==> config.mk <==
export PLATFORM = sky130hd
export DESIGN_NAME = muldiv_sequencer
export DESIGN_NICKNAME = d
export VERILOG_FILES = /design/src/rtl/muldiv_sequencer_pkg.sv /design/src/rtl/muldiv_step.sv /design/src/rtl/muldiv_sequencer.sv
export SDC_FILE = /design/constraint.sdc
export NUM_CORES = 1
export LEC_CHECK = 0
export BUFFER_PORTS_ARGS = -buffer_cell sky130_fd_sc_hd__buf_2
export CAP_MARGIN = 15
export CORE_ASPECT_RATIO = 2
export CORE_MARGIN = 2
export CORE_UTILIZATION = 50
export CTS_CLUSTER_SIZE = 8
export DETAILED_ROUTE_END_ITERATION = 10
export PLACE_DENSITY = 0.8
export SYNTH_ARGS = -nofsm -noshare
export SYNTH_HDL_FRONTEND = slang
export SYNTH_SLANG_ARGS = --single-unit
==> constraint.sdc <==
create_clock -name clk -period 4.45 [get_ports clk]
set_input_delay 1.1125 -clock clk [delete_from_list [all_inputs] [get_ports clk]]
set_output_delay 1.1125 -clock clk [all_outputs]
set_load 0.02 [all_outputs]
==> src/rtl/muldiv_sequencer_pkg.sv <==
// +----------------------------------------------------------------------+
// | muldiv_sequencer_pkg : shared types and constants for the MULTU/DIVU |
// | Rev 1.0                                                              |
// +----------------------------------------------------------------------+
`default_nettype none

package muldiv_sequencer_pkg;

  localparam int WIDTH_DEFAULT = 32;
  localparam int CNT_W_DEFAULT = $clog2(WIDTH_DEFAULT) + 1;

  localparam logic OP_MULTU = 1'b0;
  localparam logic OP_DIVU  = 1'b1;

  typedef enum logic [1:0] {
    ST_IDLE = 2'd0,
    ST_RUN  = 2'd1,
    ST_DONE = 2'd2
  } state_t;

  function automatic int cnt_width(input int w);
    return $clog2(w) + 1;
  endfunction

endpackage

`default_nettype wire

==> src/rtl/muldiv_step.sv <==
// +----------------------------------------------------------------------+
// | muldiv_step : one combinational shift-add / restoring-divide step    |
// | Rev 1.0                                                              |
// +----------------------------------------------------------------------+
`default_nettype none

module muldiv_step
  import muldiv_sequencer_pkg::*;
#(
  parameter int WIDTH = WIDTH_DEFAULT
) (
  input  logic             op,
  input  logic [WIDTH-1:0] acc_hi,
  input  logic [WIDTH-1:0] acc_lo,
  input  logic [WIDTH-1:0] b,
  output logic [WIDTH-1:0] nxt_hi,
  output logic [WIDTH-1:0] nxt_lo
);

  logic [WIDTH:0]   mul_sum;
  logic [WIDTH:0]   rem_sh;
  logic [WIDTH-1:0] diff;
  logic             rem_ge;

  always_comb begin
    mul_sum = {1'b0, acc_hi} + (acc_lo[0] ? {1'b0, b} : '0);
    rem_sh  = {acc_hi, acc_lo[WIDTH-1]};
    rem_ge  = (rem_sh >= {1'b0, b});
    // When rem_sh >= b the true difference is below 2^WIDTH, so a WIDTH-bit subtract is exact.
    diff    = rem_sh[WIDTH-1:0] - b;

    if (op == OP_MULTU) begin
      nxt_hi = mul_sum[WIDTH:1];
      nxt_lo = {mul_sum[0], acc_lo[WIDTH-1:1]};
    end else if (rem_ge) begin
      nxt_hi = diff;
      nxt_lo = {acc_lo[WIDTH-2:0], 1'b1};
    end else begin
      nxt_hi = rem_sh[WIDTH-1:0];
      nxt_lo = {acc_lo[WIDTH-2:0], 1'b0};
    end
  end

endmodule

`default_nettype wire

==> src/rtl/muldiv_sequencer.sv <==
// +----------------------------------------------------------------------+
// | muldiv_sequencer : multi-cycle MULTU/DIVU sequencer owning HI/LO     |
// | Rev 1.0                                                              |
// +----------------------------------------------------------------------+
`default_nettype none

module muldiv_sequencer
  import muldiv_sequencer_pkg::*;
#(
  parameter int WIDTH = WIDTH_DEFAULT
) (
  input  logic             clk,
  input  logic             reset,
  input  logic             start,
  input  logic             op,
  input  logic [WIDTH-1:0] srca,
  input  logic [WIDTH-1:0] srcb,
  input  logic             wr_hi,
  input  logic             wr_lo,
  input  logic [WIDTH-1:0] wdata,
  output logic             busy,
  output logic             done,
  output logic [WIDTH-1:0] hi,
  output logic [WIDTH-1:0] lo
);

  localparam int                CNT_W = cnt_width(WIDTH);
  localparam logic [CNT_W-1:0]  LAST  = CNT_W'(WIDTH - 1);

  state_t           state_q,  state_d;
  logic [CNT_W-1:0] cnt_q,    cnt_d;
  logic             op_q,     op_d;
  logic [WIDTH-1:0] b_q,      b_d;
  logic [WIDTH-1:0] acc_hi_q, acc_hi_d;
  logic [WIDTH-1:0] acc_lo_q, acc_lo_d;
  logic [WIDTH-1:0] hi_q,     hi_d;
  logic [WIDTH-1:0] lo_q,     lo_d;
  logic             busy_q,   busy_d;
  logic             done_q,   done_d;

  logic [WIDTH-1:0] step_hi;
  logic [WIDTH-1:0] step_lo;

  muldiv_step #(
    .WIDTH (WIDTH)
  ) u_step (
    .op     (op_q),
    .acc_hi (acc_hi_q),
    .acc_lo (acc_lo_q),
    .b      (b_q),
    .nxt_hi (step_hi),
    .nxt_lo (step_lo)
  );

  always_comb begin
    state_d  = state_q;
    cnt_d    = cnt_q;
    op_d     = op_q;
    b_d      = b_q;
    acc_hi_d = acc_hi_q;
    acc_lo_d = acc_lo_q;
    hi_d     = hi_q;
    lo_d     = lo_q;
    busy_d   = busy_q;
    done_d   = 1'b0;

    case (state_q)
      ST_IDLE: begin
        if (start) begin
          // Multiply keeps the multiplier in the low half; divide keeps the dividend there.
          op_d     = op;
          b_d      = (op == OP_MULTU) ? srca : srcb;
          acc_hi_d = '0;
          acc_lo_d = (op == OP_MULTU) ? srcb : srca;
          cnt_d    = '0;
          busy_d   = 1'b1;
          state_d  = ST_RUN;
        end else begin
          if (wr_hi) hi_d = wdata;
          if (wr_lo) lo_d = wdata;
        end
      end
      ST_RUN: begin
        acc_hi_d = step_hi;
        acc_lo_d = step_lo;
        cnt_d    = cnt_q + 1'b1;
        if (cnt_q == LAST) begin
          hi_d    = step_hi;
          lo_d    = step_lo;
          busy_d  = 1'b0;
          done_d  = 1'b1;
          state_d = ST_DONE;
        end
      end
      ST_DONE: begin
        state_d = ST_IDLE;
      end
      default: begin
        busy_d  = 1'b0;
        state_d = ST_IDLE;
      end
    endcase
  end

  always_ff @(posedge clk) begin
    if (reset) begin
      state_q  <= ST_IDLE;
      cnt_q    <= '0;
      op_q     <= OP_MULTU;
      b_q      <= '0;
      acc_hi_q <= '0;
      acc_lo_q <= '0;
      hi_q     <= '0;
      lo_q     <= '0;
      busy_q   <= 1'b0;
      done_q   <= 1'b0;
    end else begin
      state_q  <= state_d;
      cnt_q    <= cnt_d;
      op_q     <= op_d;
      b_q      <= b_d;
      acc_hi_q <= acc_hi_d;
      acc_lo_q <= acc_lo_d;
      hi_q     <= hi_d;
      lo_q     <= lo_d;
      busy_q   <= busy_d;
      done_q   <= done_d;
    end
  end

  assign busy = busy_q;
  assign done = done_q;
  assign hi   = hi_q;
  assign lo   = lo_q;

endmodule

`default_nettype wire
==> reports/qor.yml <==
cp-start-kind: "flip-flop"
synthFlopType: "dfxtp_1"
dieHeight_um: 221
synthCells: 1539
timing.rr.start: "acc_lo_q[0]$_SDFFE_PP0P_"
grt_antenna_before_repair: 0
yosys.area.top_type: "dfxtp_1"
r2r_slack_ps: 300
clk_latency_ps: 450
num_rows: 79
slowest_stage: "dfxtp_1"
rsz0062_at_grt: "false"
dieArea_sq_mm: 0.0248
post_drt_via_cell_ratio: 6.22
area_delta_synth_final_pct: 13.2
multi_input_area_sq_mm: 0.00773
fin_crit_sh_pct: 93.3
holdWs_ps: 489
grt-ovfl-total: 0
antenna_cells: 0
rr_endpoint: "hi[31]$_SDFFE_PP0P_"
min_from: "lo[15]$_SDFFE_PP0P_"
core_sq_mm: 0.0231
slew_violations: 0
wl_um: 38500
max_slew_margin_pct: 24.0
crit_path_cell_trace: "and2_1, ha_1, fa_1, a21oi_1, o21ai_0, o221ai_1, o211ai_1, a21bo_2, a21boi_0, o31a_1, or4_4, a311oi_2"
remaining_drc_errors: 0
grt_pass1_vias: 11628
hpwl_um: 28800
grt_pass1_wl_um: 60300
postLayoutCoreUtil_pct: 57.4
die_w_um: 112
root_buffer: "clkbuf_16"
cts_buffers: 17
synthTopCellsByArea: "dfxtp_1 (29%), a21oi_1 (8.5%), ha_1 (6.9%)"
regArea_sq_mm: 0.00342
setup_viol: 0
cts_tree: "yes"
start_util_pct: 50.7
place.gp.congestion: 1.01
cp.required_ps: 4800
max_stage_delay_ps: 730
ys_ff_latch: 171
min_period_ps: 4150
ys.warnings.count: 0
critPathKind: "reg2reg"
p_leak_nw: 5.86
stdcell_count: 1932
final_antenna_net_count: 0
htreeDepth: 4
grt_max_degree: 170
syn_avg_cell_area_sq_um: 7.62
drive_gt1_share_pct: 16.6
ir_drop_v: 0.000305
worst-slew-pin-transition_ps: 1140
io_buffer_count: 167
cp.arrival_ps: 4510
rr_worst_depth: 12
status: "finished clean"
final_area_sq_mm: 0.0133
synthArstFlopShare_pct: 0
setup_tns_ps: 0
ioPinCount: 168
synth.net_count: 1708
cts_sinks: 171
synth_edf_count: 0
max_freq_mhz: 241
firstDrtPassIters: 5
clock_path_buffers: 2
placed_area_sq_mm: 0.0127
ys_seq_area_share_pct: 29.2
powerDensity_mw_per_mm2: 324
skew_ps: 8.58
grt_usage_pct: 30.5
worstPathMaxFanout: 18
vias: 12023
dp.cells: 1900
nets: 1805
first_iter_violations: 983
yosysUniqueCellTypes: 75
wl_per_cell_um: 19.9
drv_cap: 0
hold_violations: 0
hold_depth: 2
fillCellCount: 2165
netlist.area_leader.share_pct: 29.2
cp-end-kind: "flip-flop"
hold_path.class: "reg2reg"
whs_endpoint: "lo[15]$_SDFFE_PP0P_"
synthesis.area_sq_mm: 0.0117
clk_transition_reported_paths_ps: 70
[logic make-up after synthesis]
group                      after synthesis  synth area share [%]
muxes                                  101                  8.95
DFF                                    171                  29.2
buffers and inverters                  157                  5.26
AOI/OAI and AO/OA                      488                  26.6
and+or+nand+nor                        504                  18.9
xor gates and xnor gates                51                  3.81
adders and majority gates               67                  7.28
[per-stage QoR]
step | worst slack, ps | power, W
2_1_floorplan | 1150 | 0.00250
4_1_cts | 377 | 0.00428
3_3_place_gp | 358 | 0.00284
5_1_grt | 70.9 | 0.00446
6_report | 299 | 0.00430
3_5_place_dp | 417 | 0.00285
[worst max-delay path, delay by kind of cell (launching register included)]
| family | cells | cell delay (ps) |
|---|---|---|
| compound gates | 8 | 2110 |
| fa+ha+maj | 2 | 420 |
| flops | 1 | 730 |
| simple gates | 2 | 790 |
[layer usage]
layer | wire length, um | vias up | track usage (%)
li1 | - | 5703 | -
met1 | 14900 | 5643 | 36.0
met2 | 18800 | 534 | 52.0
met3 | 2380 | 143 | 4.16
met4 | 2350 | 0 | 18.9
met5 | 0 | - | 0
[worst max-delay path by stage]
stage                             startpoint                  end  slack [ps]  cells after the start
floorplan           acc_lo_q[0]$_SDFFE_PP0P_  hi[29]$_SDFFE_PP0P_        1150                     14
detailed placement  acc_lo_q[0]$_SDFFE_PP0P_  hi[27]$_SDFFE_PP0P_         420                     13
global route            b_q[16]$_SDFFE_PP0P_   hi[6]$_SDFFE_PP0P_          70                     13
CTS                 acc_lo_q[0]$_SDFFE_PP0P_  hi[31]$_SDFFE_PP0P_         380                     12
global placement    acc_lo_q[0]$_SDFFE_PP0P_  hi[27]$_SDFFE_PP0P_         360                     13
finish              acc_lo_q[0]$_SDFFE_PP0P_  hi[31]$_SDFFE_PP0P_         300                     12
[layout make-up]
cell class	count	area share, %
Clock buffer	18	3.23
Inverter	49	1.39
Clock inverter	14	1.02
Multi-Input combinational cell	1211	58.3
Timing Repair Buffer	186	7.60
Tap cell	283	2.67
Sequential cell	171	25.8
[power breakdown]
part | internal, W | leakage [nW] | switching (W)
clock | 0.000737 | 0.267 | 0.000708
combinational | 0.000417 | 4.19 | 0.000709
sequential | 0.00163 | 1.40 | 0.0000922
[synth_stat cells, types with 3 or more instances]
master,number
xnor2_1,30
nand3b_1,5
o211ai_1,42
o21bai_1,13
o21ai_0,50
o31ai_1,4
buf_1,13
o21ai_1,6
nand2b_1,5
a21boi_0,7
a221oi_1,5
nand4_1,10
clkbuf_1,80
clkbuf_2,3
inv_1,49
a31oi_1,7
and2_1,37
nor3_1,11
nand3_1,17
nor2_1,160
mux2_2,31
or3_1,8
nor2b_1,10
a22oi_1,3
a21oi_1,200
ha_1,65
a41oi_1,4
xor2_1,21
nand2_1,216
mux2i_1,70
dfxtp_1,171
buf_2,10
a311oi_1,27
o22ai_1,12
o2111ai_1,3
a21o_1,28
o221ai_1,4
a211oi_1,42
and3_1,10
or2_2,3
o21a_1,7
[repair_timing]
action,CTS,global route
endpoints found under the hold margin,0,0
resized for setup,0,1
hold buffers,0,0
endpoints found under the setup margin,0,1
buffers inserted,0,0
[placed cells by master, fill, tap and decap left out, drive strengths merged, types with 10 or more instances in the layout]
cell type,count
o211ai,42
buf,186
clkbuf,18
dfxtp,171
nor2b,11
nand3,17
o21bai,14
xnor2,30
xor2,21
a21oi,201
o21ai,56
a311oi,28
and2,37
nor3,11
and3,10
nand2,217
ha,65
nor2,160
a21o,28
mux2,31
mux2i,70
a211oi,43
o22ai,12
inv,55
nand4,10
[state kept, by name, indices dropped and copies added, names as in the netlist]
register,cells
acc_lo_q,32
state_q,2
busy,1
hi,32
lo,32
cnt_q,6
acc_hi_q,32
done,1
op_q,1
b_q,32
Note: power is estimated with default switching activity, not from simulation.
